<file path="src/rtl/d5m_config_seq.sv">
// D5M camera register configuration sequencer.
// Walks ROM[FIRST_ADDR..LAST_ADDR] and issues one I2C write per entry.
// Ports:
//   clk, rst        : clock, synchronous active-high reset
//   start           : one-cycle pulse, begins a pass from IDLE/DONE/ERR
//   rom_addr/data   : async-read config ROM, rom_addr tracks cur
//   i2c_req/dev/reg/wdata : level write request to the I2C writer
//   i2c_ack/nack    : one-cycle completion pulses from the writer
//   busy/done/error : pass status, fail_addr = register that aborted
module d5m_config_seq #(
   parameter logic [7:0] DEV_ADDR   = 8'hBA,
   parameter logic [7:0] FIRST_ADDR = 8'h01,
   parameter logic [7:0] LAST_ADDR  = 8'h9F,
   parameter int         PWR_DLY    = 16,
   parameter int         GAP_CYC    = 4,
   parameter int         MAX_RETRY  = 3
) (
   input  logic        clk,
   input  logic        rst,
   input  logic        start,
   output logic [7:0]  rom_addr,
   input  logic [15:0] rom_data,
   output logic        i2c_req,
   output logic [7:0]  i2c_dev,
   output logic [7:0]  i2c_reg,
   output logic [15:0] i2c_wdata,
   input  logic        i2c_ack,
   input  logic        i2c_nack,
   output logic        busy,
   output logic        done,
   output logic        error,
   output logic [7:0]  fail_addr
);

   typedef enum logic [2:0] {
      S_IDLE, S_WAIT, S_FETCH, S_REQ, S_GAP, S_DONE, S_ERR
   } state_t;

   localparam logic [15:0] PWR_LAST = 16'(PWR_DLY - 1);
   localparam logic [15:0] GAP_LAST = 16'(GAP_CYC - 1);
   localparam logic [2:0]  RTY_LIM  = 3'(MAX_RETRY);

   state_t      state, state_n;
   logic [7:0]  cur, cur_n;
   logic [2:0]  retry, retry_n;
   logic [15:0] cnt, cnt_n;
   logic        refetch, refetch_n;
   logic [7:0]  reg_q, reg_n;
   logic [15:0] wd_q, wd_n;
   logic [7:0]  fail_q, fail_n;

   always_ff @(posedge clk) begin
      if (rst) begin
         state   <= S_IDLE;
         cur     <= FIRST_ADDR;
         retry   <= '0;
         cnt     <= '0;
         refetch <= 1'b0;
         reg_q   <= '0;
         wd_q    <= '0;
         fail_q  <= '0;
      end else begin
         state   <= state_n;
         cur     <= cur_n;
         retry   <= retry_n;
         cnt     <= cnt_n;
         refetch <= refetch_n;
         reg_q   <= reg_n;
         wd_q    <= wd_n;
         fail_q  <= fail_n;
      end
   end

   always_comb begin
      state_n   = state;
      cur_n     = cur;
      retry_n   = retry;
      cnt_n     = cnt;
      refetch_n = refetch;
      reg_n     = reg_q;
      wd_n      = wd_q;
      fail_n    = fail_q;
      unique case (state)
         S_IDLE, S_DONE, S_ERR: begin
            if (start) begin
               cur_n   = FIRST_ADDR;
               retry_n = '0;
               cnt_n   = '0;
               // An empty range aborts at once without touching the bus.
               if (FIRST_ADDR > LAST_ADDR) begin
                  state_n = S_ERR;
                  fail_n  = FIRST_ADDR;
               end else begin
                  state_n = S_WAIT;
                  fail_n  = '0;
               end
            end
         end
         S_WAIT: begin
            if (cnt == PWR_LAST) begin
               cnt_n   = '0;
               state_n = S_FETCH;
            end else begin
               cnt_n = cnt + 16'd1;
            end
         end
         S_FETCH: begin
            reg_n   = cur;
            wd_n    = rom_data;
            state_n = S_REQ;
         end
         S_REQ: begin
            // nack wins when both pulses arrive together.
            if (i2c_nack) begin
               retry_n = retry + 3'd1;
               if (retry + 3'd1 == RTY_LIM) begin
                  state_n = S_ERR;
                  fail_n  = cur;
               end else begin
                  state_n   = S_GAP;
                  refetch_n = 1'b0;
                  cnt_n     = '0;
               end
            end else if (i2c_ack) begin
               retry_n = '0;
               // End check precedes increment so 8'hFF never wraps.
               if (cur == LAST_ADDR) begin
                  state_n = S_DONE;
               end else begin
                  cur_n     = cur + 8'd1;
                  state_n   = S_GAP;
                  refetch_n = 1'b1;
                  cnt_n     = '0;
               end
            end
         end
         S_GAP: begin
            if (cnt == GAP_LAST) begin
               cnt_n   = '0;
               state_n = refetch ? S_FETCH : S_REQ;
            end else begin
               cnt_n = cnt + 16'd1;
            end
         end
         default: state_n = S_IDLE;
      endcase
   end

   assign rom_addr  = cur;
   assign i2c_req   = (state == S_REQ);
   assign i2c_dev   = DEV_ADDR;
   assign i2c_reg   = reg_q;
   assign i2c_wdata = wd_q;
   assign busy      = (state != S_IDLE) && (state != S_DONE) &&
                      (state != S_ERR);
   assign done      = (state == S_DONE);
   assign error     = (state == S_ERR);
   assign fail_addr = fail_q;

endmodule

</file>
<file path="config.mk">
export PLATFORM = sky130hd
export DESIGN_NAME = d5m_config_seq
export DESIGN_NICKNAME = d
export VERILOG_FILES = /design/src/rtl/d5m_config_seq.sv
export SDC_FILE = /design/constraint.sdc
export NUM_CORES = 1
export LEC_CHECK = 0
export ABC_CLOCK_PERIOD_IN_PS = 2600
export CORE_UTILIZATION = 45
export CTS_CLUSTER_DIAMETER = 200
export DETAILED_ROUTE_END_ITERATION = 6
export GPL_ROUTABILITY_DRIVEN = 0
export MAX_ROUTING_LAYER = met4
export PLACE_DENSITY_LB_ADDON = 0.12
export SETUP_SLACK_MARGIN = 0.4
export SYNTH_ARGS = -nofsm -noshare
export SYNTH_HDL_FRONTEND = slang
export SYNTH_SLANG_ARGS = --single-unit
</file>
<file path="constraint.sdc">
create_clock -name clk -period 2.6 [get_ports clk]
set_clock_uncertainty 0.05 [all_clocks]
set_input_delay 0.52 -clock clk [delete_from_list [all_inputs] [get_ports clk]]
set_output_delay 0.52 -clock clk [all_outputs]
set_load 0.02 [all_outputs]
</file>
==> results.py, run 1 <==
metrics = {
    "grt": {
        "grt_pass1_vias": 2777,
        "antenna_found_initial": 0,
        "track_usage_pct": 23.9,
        "grt_max_degree": 27,
        "grt_pass1_wl_mm": 13.4,
        "grt-ovfl-total": 0,
    },
    "layout": {
        "layout-drive-gt1-share_pct": 10.9,
        "fin_nets": 491,
        "syn2layout_area_growth_pct": 30.0,
        "insertedDiodeCount": 0,
    },
    "worst_setup_path": {
        "crit_type": "reg2out",
        "critical_path_arrival_ns": 1.60,
        "max_stage_delay_ns": 0.44,
        "path_cells": "clkinvlp_4 -> mux2i_4 -> inv_1 -> clkdlybuf4s15_1",
        "cpMaxStageDelayCell": "dfxtp_4",
        "critPathRequiredTime_ns": 2.03,
        "endpoint_kind": "primary output",
        "critPathMaxFanout": 14,
        "worstSetupStartpointType": "flop",
    },
    "synthesis": {
        "yosys-top-cells-area": "dfxtp_1 (40%), nand2_1 (9.1%), a21oi_1 (7.5%)",
        "synth_area_um2": 3120,
        "synth_mux_area_share_pct": 2.00,
        "synth-adder-area-share_pct": 1.60,
        "synthXorXnorAreaFrac_pct": 0.842,
        "syn_area_per_cell_um2": 7.80,
        "synthSimpleGateAreaFrac_pct": 29.8,
        "netlist.top_cell.by_area": "dfxtp_1",
        "syn_inst": 400,
        "async_flop_share_pct": 0,
        "ys_seq_area_share_pct": 40.4,
        "synth_cell_types": 53,
        "synth_top_family_by_area": "simple AND/OR/NAND/NOR gates",
        "ys_seq_elements": 63,
        "ys_warn_count": 0,
        "synth_top_area_share_pct": 40.4,
        "synth_ff_type": "dfxtp_1",
        "synth-edff-count": 0,
        "synth_compound_area_share_pct": 18.7,
    },
    "timing": {
        "finalHoldViolations": 0,
        "slew_headroom_pct": 50.6,
        "fmaxAchievable_mhz": 461,
        "drv_slew": 0,
        "worst_slew_pin_slew_ns": 0.734,
        "rsz0062_at_grt": "yes",
        "whs_ns": 0.401,
        "setup_tns_ns": 0,
        "fin_crit_ns": 2.17,
        "setup_viol": 0,
        "period_share_pct": 83.5,
    },
    "hold_path": {
        "hold_path_class": "reg2reg",
    },
    "power_and_ir_drop": {
        "leakagePower_nw": 1.40,
        "cellPowerDensity_nw_per_um2": 782,
        "finalPower_mw": 3.17,
        "peakVddDrop_uv": 473,
    },
    "clock_network": {
        "clock_latency_ns": 0.34,
        "cts_root_buf": "clkbuf_8",
        "clockBufferDepth": 2,
        "numCtsBuffers": 9,
        "clkTransAtPathRegs_ns": 0.07,
        "ctsHoldBuffers": 0,
        "htree_levels": 3,
        "cts_tree": "built",
        "cts.sinks": 63,
    },
    "routing": {
        "wl_met2_mm": 3.91,
        "wl_met1_mm": 3.93,
        "vias": 3034,
        "drc": 0,
        "viasPerCell": 5.55,
        "route.met3.wl_um": 217,
        "drt_first_pass_iters": 4,
        "wl_mm": 8.18,
        "routedWlPerCell_um": 15.0,
        "first_iter_violations": 139,
        "top_layer": "met4",
        "ant_nets": 0,
    },
    "job": {
        "maxCapViolCount": 0,
    },
    "placed_design": {
        "dpl.hpwl_mm": 5.63,
        "io_buffers": 64,
    },
    "floorplanning": {
        "initial_utilization_pct": 47.8,
        "die_height_um": 85.3,
        "dieArea_um2": 7270,
        "coreArea_um2": 6530,
        "pin_count": 73,
        "num_rows": 29,
        "die_w_um": 85.3,
    },
    "outcome": {
        "status": "finished, final reports clean",
    },
}
## worst paths after layout
check	from	to	slack, ns	cells past startpoint
worst max-delay path	state[1]$_SDFFE_PP0P_	busy	0.43	4
worst max register to register	cnt[0]$_SDFFE_PP0P_	retry[2]$_SDFFE_PP0P_	0.52	6
worst min register to register	fail_addr[2]$_SDFFE_PP0P_	fail_addr[2]$_SDFFE_PP0P_	0.40	2
worst min-delay path	fail_addr[2]$_SDFFE_PP0P_	fail_addr[2]$_SDFFE_PP0P_	0.40	2
## Yosys cell counts, types with 2 or more instances
library cell and instances:
nand2_1 76, dfxtp_1 63, a21oi_1 47, nand3_1 27, o21ai_0 20, clkbuf_1 18, nor2_1 15, or3_1 12
nand4_1 11, buf_4 9, inv_1 9, a31oi_1 6, nor3b_1 6, nand2b_1 5, o31ai_1 5, or4_1 5
buf_2 4, ha_1 4, mux2i_1 4, nor3_1 4, o22ai_1 4, nor2b_1 3, nor4_1 3, o21a_1 3
a211oi_1 2, and2_1 2, and3_1 2, and4_1 2, conb_1 2, o311ai_0 2, or2_2 2, xor2_1 2
## critical path, delay by kind of cell (launching register included)
family,cells,cell delay [ns]
muxes,1,0.24
buffers and inverters,3,0.57
DFF,1,0.44
## cells by family after synthesis
kind of cell               after synthesis
and+or+nand+nor                        182
AOI/OAI and AO/OA                      100
DFF                                     63
buffers and inverters                   41
muxes                                    5
adders and majority gates                4
xor gates and xnor gates                 3
other                                    2
## area by class of cell
type / count / area, um2
Inverter: 9 / 37.5
Timing Repair Buffer: 81 / 762
Fill cell: 585 / 2470
Sequential cell: 63 / 1270
Multi-Input combinational cell: 302 / 1710
Tap cell: 77 / 96.3
Clock buffer: 13 / 169
Clock inverter: 2 / 15.0
## placed cells by master (no fill, tap or decap), types with 11 or more instances in the layout
cell	n
buf_4	17
or3_1	12
nand4_1	11
nand2_1	76
o21ai_0	20
nand3_1	27
a21oi_1	47
clkdlybuf4s50_1	58
dfxtp_1	59
nor2_1	15
clkbuf_8	12
## metrics by stage
step,std cells,setup WS (ns),instance area [um2],utilization [%]
2_1_floorplan,406,0.525,3140,-
3_3_place_gp,531,0.242,3830,58.7
3_5_place_dp,531,0.178,3830,58.7
4_1_cts,546,0.309,4040,61.8
5_1_grt,547,0.375,4060,62.1
6_report,547,0.429,4060,62.1
## layer usage
layer,vias to the layer above,track usage [%]
li1,1542,-
met1,1426,30.6
met2,55,38.5
met3,11,3.60
met4,0,8.64
met5,-,-
## what timing repair did
action	in CTS	in global routing
endpoints found under the hold margin	0	0
resized for setup	12	5
buffers inserted	0	1
setup endpoints to repair	9	7
gates cloned	0	0
## power by group
group / internal [mW] / switching (mW) / leakage [nW]
Combinational: 0.475 / 0.747 / 0.798
Clock: 0.419 / 0.376 / 0.0878
Sequential: 1.06 / 0.0908 / 0.510
Total: 1.96 / 1.21 / 1.40
(Power assumes the default switching activity.)
==> run 2, diff against run 1 <==
--- a/config.mk
+++ b/config.mk
@@ -5,7 +5,7 @@
 export SDC_FILE = /design/constraint.sdc
 export NUM_CORES = 1
 export LEC_CHECK = 0
-export ABC_CLOCK_PERIOD_IN_PS = 2600
+export ABC_CLOCK_PERIOD_IN_PS = 2000
 export CORE_UTILIZATION = 45
 export CTS_CLUSTER_DIAMETER = 200
 export DETAILED_ROUTE_END_ITERATION = 6
==> constraint.sdc (replaced) <==
create_clock -name clk -period 2 [get_ports clk]
set_clock_uncertainty 0.05 [all_clocks]
set_input_delay 0.4 -clock clk [delete_from_list [all_inputs] [get_ports clk]]
set_output_delay 0.4 -clock clk [all_outputs]
set_load 0.02 [all_outputs]
==> run 2 against run 1 <==
Net effect:
- non-clock buffer count grew 50
- power grew 64%
- register-to-register slack lost 0.46 ns
- flip-flop and latch count is the same
- die area is the same
- worst setup slack lost 0.37 ns
- critical path depth grew 2
- sequential power grew 30%
- via count grew 11%
- combinational power grew 110%
- largest power group unchanged
- highest routed layer unchanged
==> results.py, run 2 (same netlist as run 1, synthesis figures left out) <==
metrics = {
    "timing": {
        "rsz0062_at_grt": "yes",
        "whs_ns": 0.372,
        "worst_slew_pin_slew_ns": 0.516,
        "setup_viol": 0,
        "setup_tns_ns": 0,
        "fin_crit_ns": 1.94,
        "period_share_pct": 97.0,
        "fmaxAchievable_mhz": 516,
        "slew_headroom_pct": 65.6,
        "drv_slew": 0,
        "finalHoldViolations": 0,
    },
    "clock_network": {
        "numCtsBuffers": 9,
        "cts_root_buf": "clkbuf_8",
        "clkTransAtPathRegs_ns": 0.09,
        "clockBufferDepth": 2,
        "ctsHoldBuffers": 0,
        "cts_tree": "built",
        "clock_latency_ns": 0.37,
        "cts.sinks": 63,
        "htree_levels": 3,
    },
    "floorplanning": {
        "die_height_um": 85.3,
        "coreArea_um2": 6530,
        "pin_count": 73,
        "initial_utilization_pct": 47.8,
        "num_rows": 29,
        "dieArea_um2": 7270,
        "die_w_um": 85.3,
    },
    "layout": {
        "syn2layout_area_growth_pct": 57.1,
        "postLayoutCoreUtil_pct": 75.1,
        "multi_input_area_um2": 2110,
        "fillers": 494,
        "final_common_cell": "nand2_1",
        "regArea_um2": 1300,
        "fin_nets": 542,
        "insertedDiodeCount": 0,
        "mostFrequentLayoutCells": "nand2_1 (64), dfxtp_1 (48), buf_4 (48)",
        "layout-drive-gt1-share_pct": 35.4,
        "fin_cells": 599,
    },
    "routing": {
        "viasPerCell": 5.62,
        "vias": 3364,
        "drc": 0,
        "routedWlPerCell_um": 16.4,
        "first_iter_violations": 202,
        "wl_mm": 9.85,
        "drt_first_pass_iters": 5,
        "ant_nets": 0,
    },
    "grt": {
        "globalRoute.busiestLayer": "met2",
        "use_met1_pct": 31.4,
        "grt_util_met3_pct": 5.74,
        "grt_max_degree": 26,
        "grt_pass1_wl_mm": 15.0,
        "met2_usage_pct": 46.3,
        "track_usage_pct": 27.1,
        "antenna_found_initial": 0,
        "grt_pass1_vias": 3083,
        "grt-ovfl-total": 0,
    },
    "power_and_ir_drop": {
        "p_sw_mw": 2.02,
        "leakagePower_nw": 1.95,
        "netSwitchingFraction_pct": 38.9,
        "cellPowerDensity_nw_per_um2": 1060,
        "pwr-share-comb_pct": 48.9,
        "power_frac_clock_pct": 22.2,
        "seq_power_share_pct": 28.9,
        "p_int_mw": 3.19,
        "peakVddDrop_uv": 1130,
    },
    "worst_setup_path": {
        "worst-r2r-cell-count": 6,
        "reg2reg_to": "rom_addr[5]$_SDFFE_PP0P_",
        "crit_type": "reg2reg",
        "ff2ff_setup_slack_ns": 0.06,
        "worstSetupStartpointType": "flop",
        "critical_path_arrival_ns": 2.19,
        "r2r_start": "state[2]$_SDFFE_PP0P_",
        "critPathMaxFanout": 8,
        "endpoint_kind": "flop",
        "critPathRequiredTime_ns": 2.26,
    },
    "hold_path": {
        "hold_depth": 2,
        "hold_path_class": "in2reg",
        "hold_end": "i2c_wdata[7]$_SDFFE_PP0P_",
        "min_from": "rst",
    },
    "job": {
        "maxCapViolCount": 0,
    },
    "outcome": {
        "status": "finished, final reports clean",
    },
    "placed_design": {
        "dpl.hpwl_mm": 5.98,
        "io_buffers": 64,
        "dp_cells": 558,
    },
}
==> run 2: cell types whose count changed in the layout (fill, tap and decap cells not counted), sizes merged <==
cell / previous run / this run
dlymetal6s2s: 1 / 0
clkbuf: 13 / 10
a22o: 1 / 2
clkinvlp: 3 / 2
inv: 8 / 11
clkdlybuf4s15: 1 / 3
bufinv: 0 / 1
clkinv: 0 / 2
buf: 18 / 76
clkdlybuf4s50: 58 / 19
dlygate4sd2: 3 / 32
==> run 2: worst max-delay path by stage <==
stage / start / endpoint / cells after the start
4_1_cts: rom_addr[0]$_SDFFE_PP1P_ / state[0]$_SDFFE_PP0P_ / 6
6_report: state[2]$_SDFFE_PP0P_ / rom_addr[5]$_SDFFE_PP0P_ / 6
3_5_place_dp: i2c_nack / retry[2]$_SDFFE_PP0P_ / 7
3_3_place_gp: i2c_nack / rom_addr[5]$_SDFFE_PP0P_ / 6
2_1_floorplan: rom_addr[1]$_SDFFE_PP0P_ / state[0]$_SDFFE_PP0P_ / 6
5_1_grt: cnt[13]$_SDFFE_PP0P_ / refetch$_SDFFE_PP0P_ / 5
==> run 2: what timing repair did <==
action | 4_1_cts | 5_1_grt
gates cloned | 2 | 0
pin swaps | 21 | 31
buffers inserted | 11 | 12
setup endpoints to repair | 107 | 49
gates resized for setup | 113 | 83
==> run 2: power groups by stage <==
stage          Combinational (mW)  Clock (mW)  Sequential [mW]
2_1_floorplan                1.01           0             1.59
3_3_place_gp                 1.78           0             1.50
3_5_place_dp                 1.80           0             1.51
4_1_cts                      2.05        1.18             1.49
5_1_grt                      2.71        1.24             1.52
6_report                     2.55        1.16             1.51
==> run 2: layout make-up <==
cell class / instances / area share [%]
clock buffers: 9 / 2.53
well taps: 77 / 1.96
inverters: 9 / 0.740
multi-input cells: 303 / 42.9
clock inverters: 7 / 1.63
flip-flops and latches: 63 / 26.5
repair buffers: 131 / 23.7
==> run 2: critical path, cell delays in order, from the launching register on <==
cell and delay [ns]:
dfxtp_4 0.41, buf_6 0.14, and4bb_2 0.33, a32oi_2 0.13
buf_6 0.16, or4_4 0.51, a21oi_2 0.14
==> run 2: metrics by stage <==
stage / worst slack [ns] / power, mW / instance area (um2)
after floorplan: 0.179 / 2.60 / 3260
after global placement: -0.135 / 3.28 / 4130
after detailed placement: -0.162 / 3.31 / 4130
after CTS: 0.142 / 4.73 / 4540
after global routing: 0.000259 / 5.47 / 4900
final: 0.0606 / 5.21 / 4900
==> run 2: metal layers <==
layer / share of wire [%] / wire (um)
met5: 0 / 0
met4: 1.9 / 183
met3: 4.2 / 412
met2: 51 / 5040
met1: 43 / 4200
